## config.mk

```make
export PLATFORM = sky130hd
export DESIGN_NAME = arashi_collector_flat
export DESIGN_NICKNAME = d
export VERILOG_FILES = /design/src/rtl/arashi_pkg.sv /design/src/rtl/arashi_collector_if.sv /design/src/rtl/arashi_popcount.sv /design/src/rtl/arashi_collector.sv /design/src/flat_wrapper.sv
export SDC_FILE = /design/constraint.sdc
export NUM_CORES = 2
export LEC_CHECK = 0
export CAP_MARGIN = 20
export CORE_UTILIZATION = 30
export CTS_CLUSTER_DIAMETER = 30
export DETAILED_ROUTE_END_ITERATION = 8
export GPL_TIMING_DRIVEN = 1
export HOLD_SLACK_MARGIN = 0.15
export PLACE_DENSITY = 0.42
export RECOVER_POWER = 50
export SYNTH_ARGS = -nofsm -noshare
export SYNTH_HDL_FRONTEND = slang
export SYNTH_SLANG_ARGS = --single-unit
```

## constraint.sdc

```tcl
create_clock -name clk -period 7.2 [get_ports clk]
set_clock_uncertainty 0.05 [all_clocks]
set_input_delay 1.08 -clock clk [delete_from_list [all_inputs] [get_ports clk]]
set_output_delay 1.08 -clock clk [all_outputs]
set_load 0.02 [all_outputs]
```

## src/rtl/arashi_pkg.sv

```systemverilog
// arashi write-slot collector: shared types and sizing helpers.
// Imported by the interface, the popcount block and the collector top.
package arashi_pkg;

  localparam int THREAD_NUM_DEF = 4;
  localparam int MEM_WIDTH_DEF  = 4;
  localparam int DATA_WIDTH_DEF = 32;

  function automatic int depth_of(input int mem_width);
    return 1 << mem_width;
  endfunction

  localparam int DEPTH_DEF = depth_of(MEM_WIDTH_DEF);

  typedef logic [MEM_WIDTH_DEF-1:0]  slot_t;
  typedef logic [MEM_WIDTH_DEF:0]    cnt_t;
  typedef logic [DATA_WIDTH_DEF-1:0] data_t;

endpackage

```

## src/rtl/arashi_collector_if.sv

```systemverilog
// Bus between the slot allocator / consumer and the collector.
// master drives writes and rd_ready; slave is the collector.
interface arashi_collector_if
  import arashi_pkg::*;
#(
  parameter int THREAD_NUM = THREAD_NUM_DEF,
  parameter int MEM_WIDTH  = MEM_WIDTH_DEF,
  parameter int DATA_WIDTH = DATA_WIDTH_DEF
);

  logic [THREAD_NUM-1:0]            wr;
  logic [MEM_WIDTH*THREAD_NUM-1:0]  maddr;
  logic [DATA_WIDTH*THREAD_NUM-1:0] wdata;
  logic                             rd_valid;
  logic                             rd_ready;
  logic [DATA_WIDTH-1:0]            rd_data;
  logic [MEM_WIDTH:0]               count;
  logic [MEM_WIDTH:0]               space;
  logic                             afull;
  logic                             overflow;

  modport master (
    output wr, maddr, wdata, rd_ready,
    input  rd_valid, rd_data, count,
    input  space, afull, overflow
  );

  modport slave (
    input  wr, maddr, wdata, rd_ready,
    output rd_valid, rd_data, count,
    output space, afull, overflow
  );

endinterface

```

## src/rtl/arashi_popcount.sv

```systemverilog
// Generic population count of a strobe vector.
// Shared with the allocator side of the write path.
module arashi_popcount
  import arashi_pkg::*;
#(
  parameter int WIDTH = THREAD_NUM_DEF,
  parameter int OUT_W = $clog2(WIDTH + 1)
) (
  input  logic [WIDTH-1:0] bits_i,
  output logic [OUT_W-1:0] cnt_o
);

  // Adder chain over the strobe bits
  always_comb begin
    cnt_o = '0;
    for (int i = 0; i < WIDTH; i++) begin
      cnt_o = cnt_o + OUT_W'(bits_i[i]);
    end
  end

endmodule

```

## src/rtl/arashi_collector.sv

```systemverilog
// Circular slot buffer filled by per-thread writes and
// drained in slot order over a registered valid/ready port.
module arashi_collector
  import arashi_pkg::*;
#(
  parameter int THREAD_NUM = THREAD_NUM_DEF,
  parameter int MEM_WIDTH  = MEM_WIDTH_DEF,
  parameter int DATA_WIDTH = DATA_WIDTH_DEF
) (
  input  logic               clk,
  input  logic               rstn,
  arashi_collector_if.slave  bus
);

  localparam int DEPTH = depth_of(MEM_WIDTH);
  localparam int CW    = MEM_WIDTH + 1;

  logic [MEM_WIDTH-1:0]  head_q, head_d;
  logic [CW-1:0]         count_q, count_d;
  logic                  rd_valid_q, rd_valid_d;
  logic [DATA_WIDTH-1:0] rd_data_q, rd_data_d;
  logic                  ovf_q, ovf_d;

  logic [DATA_WIDTH-1:0] mem_q [DEPTH];

  logic [MEM_WIDTH-1:0]  addr_w [THREAD_NUM];
  logic [DATA_WIDTH-1:0] data_w [THREAD_NUM];
  logic [MEM_WIDTH-1:0]  rank   [THREAD_NUM];

  logic [CW-1:0]         n_wr;
  logic [CW-1:0]         space;
  logic [CW-1:0]         rem;
  logic [MEM_WIDTH-1:0]  tail;
  logic                  pop;
  logic                  ovf_now;

  for (genvar g = 0; g < THREAD_NUM; g++) begin : g_unpack
    assign addr_w[g] = bus.maddr[g*MEM_WIDTH +: MEM_WIDTH];
    assign data_w[g] = bus.wdata[g*DATA_WIDTH +: DATA_WIDTH];
  end

  arashi_popcount #(
    .WIDTH (THREAD_NUM),
    .OUT_W (CW)
  ) u_popcount (
    .bits_i (bus.wr),
    .cnt_o  (n_wr)
  );

  assign space = CW'(DEPTH) - count_q;
  assign tail  = head_q + count_q[MEM_WIDTH-1:0];

  // Occupancy, overflow and choice of the next presented entry
  always_comb begin
    pop        = rd_valid_q && bus.rd_ready;
    ovf_now    = n_wr > space;
    count_d    = count_q + (ovf_now ? '0 : n_wr) - CW'(pop);
    ovf_d      = ovf_q || ovf_now;
    head_d     = head_q + MEM_WIDTH'(pop);
    rem        = count_q - CW'(pop);
    rd_valid_d = rd_valid_q;
    rd_data_d  = rd_data_q;
    // Only slots written at an earlier edge are in rem,
    // which gives the one-cycle read latency.
    if (!rd_valid_q || pop) begin
      rd_valid_d = rem != '0;
      if (rem != '0) begin
        rd_data_d = mem_q[head_d];
      end
    end
  end

  // Pointer, occupancy, presented entry and sticky error
  always_ff @(posedge clk) begin
    if (!rstn) begin
      head_q     <= '0;
      count_q    <= '0;
      rd_valid_q <= 1'b0;
      rd_data_q  <= '0;
      ovf_q      <= 1'b0;
    end else begin
      head_q     <= head_d;
      count_q    <= count_d;
      rd_valid_q <= rd_valid_d;
      rd_data_q  <= rd_data_d;
      ovf_q      <= ovf_d;
    end
  end

  // Per-thread slot writes; an overflowing cycle drops all
  always_ff @(posedge clk) begin
    if (rstn && !ovf_now) begin
      for (int i = 0; i < THREAD_NUM; i++) begin
        if (bus.wr[i]) begin
          mem_q[addr_w[i]] <= data_w[i];
        end
      end
    end
  end

  // Rank of each enabled thread among the enabled threads
  always_comb begin
    logic [MEM_WIDTH-1:0] acc;
    acc = '0;
    for (int i = 0; i < THREAD_NUM; i++) begin
      rank[i] = acc;
      acc     = acc + MEM_WIDTH'(bus.wr[i]);
    end
  end

  // Allocator contract: distinct, contiguous slots from tail
  always_ff @(posedge clk) begin
    if (rstn) begin
      for (int i = 0; i < THREAD_NUM; i++) begin
        if (bus.wr[i]) begin
          assert (addr_w[i] == MEM_WIDTH'(tail + rank[i]))
            else $error("maddr of thread %0d off tail", i);
          for (int j = i + 1; j < THREAD_NUM; j++) begin
            if (bus.wr[j]) begin
              assert (addr_w[i] != addr_w[j])
                else $error("threads %0d,%0d share slot", i, j);
            end
          end
        end
      end
    end
  end

  assign bus.rd_valid = rd_valid_q;
  assign bus.rd_data  = rd_data_q;
  assign bus.count    = count_q;
  assign bus.space    = space;
  assign bus.afull    = space < CW'(THREAD_NUM);
  assign bus.overflow = ovf_q;

endmodule

```

## src/flat_wrapper.sv

```systemverilog
// flat-port wrapper written by rule: the top's interface ports become plain ports
module arashi_collector_flat import arashi_pkg::*;
#(
  parameter int THREAD_NUM = THREAD_NUM_DEF,
  parameter int MEM_WIDTH  = MEM_WIDTH_DEF,
  parameter int DATA_WIDTH = DATA_WIDTH_DEF
)
  (clk, rstn, bus_wr, bus_maddr, bus_wdata, bus_rd_ready, bus_rd_valid, bus_rd_data, bus_count, bus_space, bus_afull, bus_overflow);
  arashi_collector_if #(.THREAD_NUM(THREAD_NUM), .MEM_WIDTH(MEM_WIDTH), .DATA_WIDTH(DATA_WIDTH)) bus_i ();
  input  logic clk;
  input  logic rstn;
  input wire logic [$bits(bus_i.wr)-1:0] bus_wr;
  input wire logic [$bits(bus_i.maddr)-1:0] bus_maddr;
  input wire logic [$bits(bus_i.wdata)-1:0] bus_wdata;
  input wire logic [$bits(bus_i.rd_ready)-1:0] bus_rd_ready;
  output wire logic [$bits(bus_i.rd_valid)-1:0] bus_rd_valid;
  output wire logic [$bits(bus_i.rd_data)-1:0] bus_rd_data;
  output wire logic [$bits(bus_i.count)-1:0] bus_count;
  output wire logic [$bits(bus_i.space)-1:0] bus_space;
  output wire logic [$bits(bus_i.afull)-1:0] bus_afull;
  output wire logic [$bits(bus_i.overflow)-1:0] bus_overflow;
  assign bus_i.wr = bus_wr;
  assign bus_i.maddr = bus_maddr;
  assign bus_i.wdata = bus_wdata;
  assign bus_i.rd_ready = bus_rd_ready;
  assign bus_rd_valid = bus_i.rd_valid;
  assign bus_rd_data = bus_i.rd_data;
  assign bus_count = bus_i.count;
  assign bus_space = bus_i.space;
  assign bus_afull = bus_i.afull;
  assign bus_overflow = bus_i.overflow;
  arashi_collector #(.THREAD_NUM(THREAD_NUM), .MEM_WIDTH(MEM_WIDTH), .DATA_WIDTH(DATA_WIDTH)) u_core (.clk(clk), .rstn(rstn), .bus(bus_i));
endmodule
```

## After elaboration in Yosys (flattened, before gate mapping)

Memory sizes are Yosys's and may differ from the RTL's. A register that Yosys moved wholly into a read port is not among the register bits.
Index checks and enable logic that the tools add are counted.

| word-level totals | value |
|---|---|
| bits in registers | 11 |
| memory bits (writable) | 512 |
| input port bits | 151 |
| output and inout port bits | 45 |
| word-level logic and storage cells | 37 |
| memories | 1 |

Memories:

| memory | depth | bits a word | read ports | clocked after memory_dff | wr ports | RTL line | text |
|---|---|---|---|---|---|---|---|
| u_core.mem_q | 16 | 32 | 1 | 1 | 4 | arashi_collector.sv:24 | `logic [DATA_WIDTH-1:0] mem_q [DEPTH];` |

| cells by class | value |
|---|---|
| add/sub/neg operators | 8 |
| magnitude comparators | 2 |
| mux-type cells | 13 |
| reductions and logical operators | 9 |

Operators with widths:

| kind | count |
|---|---|
| 2-to-1 mux 1 bit | 12 |
| subtractor 5 x 1 -> 5 bit | 2 |
| adder 5 bit | 1 |
| > comparator 4 x 5 -> 1 bit | 1 |
| less-than comparator 5 x 3 -> 1 bit, second input constant | 1 |
| nonzero test 5 bit | 1 |
| subtractor 5 bit, first input constant | 1 |
| adder 3 x 1 -> 4 bit | 1 |
| adder 4 x 1 -> 4 bit | 1 |
| 2-to-1 mux 4 bit | 1 |
| adder 2 x 1 -> 3 bit | 1 |
| logical NOT 1 bit | 3 |
| adder 1 x 1 -> 2 bit | 1 |
| logical AND 1 bit | 2 |
| logical OR 1 bit | 2 |
| AND reduction 2 bit | 1 |

## Longest topological paths before layout

| logic depth | value |
|---|---|
| word-level depth | 8 |
| mapped depth | 20 |
| depth with buffers taken out | 16 |

## By module

Synthesis repeated with hierarchy kept, for this count alone.

| second synthesis, totals | value |
|---|---|
| cells, all modules | 4,159 |
| area, all modules | 38,927.3 um2 |

Modules (own cells, without submodules):

| module | times used | cells an instance | area each (um2) | sequential area each (um2) |
|---|---|---|---|---|
| arashi_collector | 1 | 4,153 | 38,863.5 | 16,235.6 |
| arashi_popcount | 1 | 6 | 63.8 | 0.0 |

## Least setup slack after synthesis

No wires, ideal clock.

| timing | value |
|---|---|
| path type | input port to flip-flop |
| start point | input bus_wr[0] |
| end point | memory u_core.mem_q[12][0] (netlist bit) (enable) |
| setup time | 0.466 ns |
| arrival time | 5.932 ns |
| required time | 6.684 ns |
| setup slack | 0.753 ns |
| stages | 11 |
| buffers on the path | 3 |
| cells stage by stage | fa_1 > ha_1 > ha_1 > ha_1 > and3b_1 > o21ai_0 > clkbuf_1 > nor2_1 > buf_2 > buf_2 > o21ai_0 |

RTL lines:

| element | RTL line | text |
|---|---|---|
| from (decl) | flat_wrapper.sv:12 | `input wire logic [$bits(bus_i.wr)-1:0] bus_wr;` |
| to (decl) | arashi_collector.sv:24 |  |

==> results_dict.tcl <==
set metrics [dict create \
    die_area_mm2 0.137 \
    dieHeight_um 370 \
    layout.cells.most_common_list "1063 x o21ai_0, 512 x edfxtp_1, 480 x nand2_1" \
    routabilityCongestion 0.939 \
    finalPower_mw 16.7 \
    initialDrtViolationCount 6549 \
    min_path_type "reg -> reg" \
    wl_um 246000 \
    p_per_area_mw_per_mm2 329 \
    worstPathRequired_ns 7.60 \
    p_leak_nw 16.4 \
    synth-edff-count 512 \
    synth.distinct_cells 67 \
    vias 43300 \
    failed_checks "max-capacitance violations, max-slew violations" \
    syn_avg_cell_area_um2 9.08 \
    worstPathArrival_ns 6.71 \
    fin_ws_ns 0.888 \
    cts_buffers 187 \
    async_flop_share_pct 0 \
    dp_slack_ns 1.07 \
    max_freq_mhz 158 \
    timing.slew.headroom_pct -136 \
    finalCritPeriodShare_pct 87.7 \
    row_count 134 \
    ys_ff_latch 555 \
    drv_slew 253 \
    synth_nets 4653 \
    cp_max_fo 24 \
    grt_antenna_before_repair 20 \
    synth_flop_cell "edfxtp_1" \
    grt_usage_pct 35.0 \
    cts_tree "done" \
    yosysSeqAreaShare_pct 39.9 \
    h-tree-depth 4 \
    period_needed_ns 6.31 \
    dr.pass1.iters 6 \
    cts_sinks 555 \
    layout_commonest_cell "o21ai_0" \
    yosysTopAreaCell "edfxtp_1" \
    yosys-top-cells-area "edfxtp_1 38%, o21ai_0 12%, a221oi_1 8.7%" \
    core_area_mm2 0.134 \
    postCtsSetupRepairBufs 0 \
    clkTransAtPathRegs_ns 0.04 \
    nFillCells 13400 \
    die_w_um 370 \
    grt_first_pass_wirelength_um 337000 \
    cts_hold_buf 0 \
    overflow 0 \
    cts_buffer_depth 3 \
    ys_warn_count 0 \
    drive_above_1_share_pct 14.3 \
    synth.top_cell.area_share_pct 37.8 \
    worst_pin_slew_ns 3.53 \
    worstSetupStartpointType "input port" \
    hpwl_um 146000 \
    setup_violations 0 \
    syn_inst 4484 \
    drc_errors 0 \
    io_buffer_count 195 \
    start_util_pct 30.4 \
    grt_max_degree 141 \
    syn_to_final_growth_pct 24.4 \
    max_cap_viol_count 11 \
    viasPerCell 6.82 \
    rsz0062_at_grt "no" \
    status "complete, but fails checks" \
    post_drt_wl_per_cell_um 38.6 \
    ioPinCount 196 \
    worstSetupPathType "in -> reg" \
    setup_tns_ns 0 \
    synth_area_mm2 0.0407 \
    nets 4579 \
    cts_resized 0 \
    ir_drop_uv 341 \
    clock_latency_ns 0.82 \
    end_kind "flop" \
    ctsRootBufferMaster "clkbuf_16" \
    first_global_vias 41600 \
    ant_nets 0 \
    finalHoldViolations 0 \
]
[logic make-up (layout without fill, tap and decap cells)]
group,count (synthesis),count (layout),synth area share [%]
xor+xnor,11,11,0.237
other cells,0,15,0
buf+inv,646,735,6.35
flops,555,555,39.9
simple gates,986,986,10.9
mux,193,193,8.68
compound gates,2075,2075,33.3
fa+ha+maj,18,18,0.590
[registers in the layout, indices dropped and copies added (netlist names)]
| signal | cells |
|---|---|
| u_core.head_q | 4 |
| u_core.bus.rd_data | 32 |
| u_core.bus.overflow | 1 |
| u_core.bus.count | 5 |
| u_core.bus.rd_valid | 1 |
| u_core.mem_q | 512 |
[path summary, 6_finish.rpt]
| check | startpoint | endpoint | slack, ns | depth (start not counted) |
|---|---|---|---|---|
| setup / recovery | bus_wr[1] | u_core.mem_q[1][7] | 0.89 | 11 |
| hold / removal | u_core.bus.rd_data[23] | u_core.bus.rd_data[23] | 0.40 | 1 |
| setup reg to reg | u_core.bus.rd_valid | u_core.bus.rd_data[7] | 1.63 | 8 |
| hold reg to reg | u_core.bus.rd_data[23] | u_core.bus.rd_data[23] | 0.40 | 1 |
[per-layer routing]
metal	global-route usage [%]	share of wire, %	vias to the layer above
li1	-	-	17500
met1	45.6	39	21700
met2	52.2	44	3367
met3	9.02	11	803
met4	20.0	5.9	14
met5	0	0.031	-
[Yosys cell counts (10+ instances only)]
library cell	number
inv_1	18
o31a_1	32
a221oi_1	402
mux2i_1	65
mux4_2	128
ha_1	16
o2bb2ai_1	108
o21ai_0	1007
and3_1	10
buf_2	82
o211ai_1	10
o21ai_1	153
a22o_1	75
dfxtp_1	43
a221o_1	75
nor3_1	79
and2_1	158
a211o_1	32
a21oi_1	64
nand2_1	497
buf_1	63
a21o_1	21
o21a_1	29
edfxtp_1	512
nand3_1	20
nor2_1	169
clkbuf_1	469
o31ai_1	27
[cell type report]
type                            instances  area (um2)  share of cell area, %
Antenna cell                           15        37.5                 0.0741
Clock buffer                          251        5120                   10.1
Clock inverter                        101         995                   1.96
Inverter                               18        67.6                  0.133
Multi-Input combinational cell       3283       22400                   44.3
Sequential cell                       555       16200                   32.1
Tap cell                             1768        2210                   4.37
Timing Repair Buffer                  365        3550                   7.01
[through the flow]
| step | cells | util, % | area, um2 | hold slack (ns) |
|---|---|---|---|---|
| floorplan | 4484 | - | 40700 | 0.505 |
| global placement | 5987 | 33.4 | 44700 | 0.397 |
| detailed placement | 5989 | 33.4 | 44700 | 0.401 |
| CTS | 6341 | 38.0 | 50900 | 0.412 |
| global route | 6343 | 37.8 | 50600 | 0.419 |
| finish | 6356 | 37.8 | 50600 | 0.402 |
[critical path, cell delays in order]
cell and delay, ns:
dlygate4sd3_1 0.80, fa_1 0.64, ha_1 0.26, ha_1 0.32
ha_1 0.29, and3b_1 0.21, o21ai_4 0.61, nor2_1 0.28
buf_4 0.34, a41oi_1 1.41, buf_12 0.37
[report_power, final]
group          switching (mW)  internal (mW)  total, mW
clock                    2.50           5.29       7.79
combinational            3.39           1.50       4.88
sequential              0.124           3.88       4.00
Power figures use the tool's default switching activity.
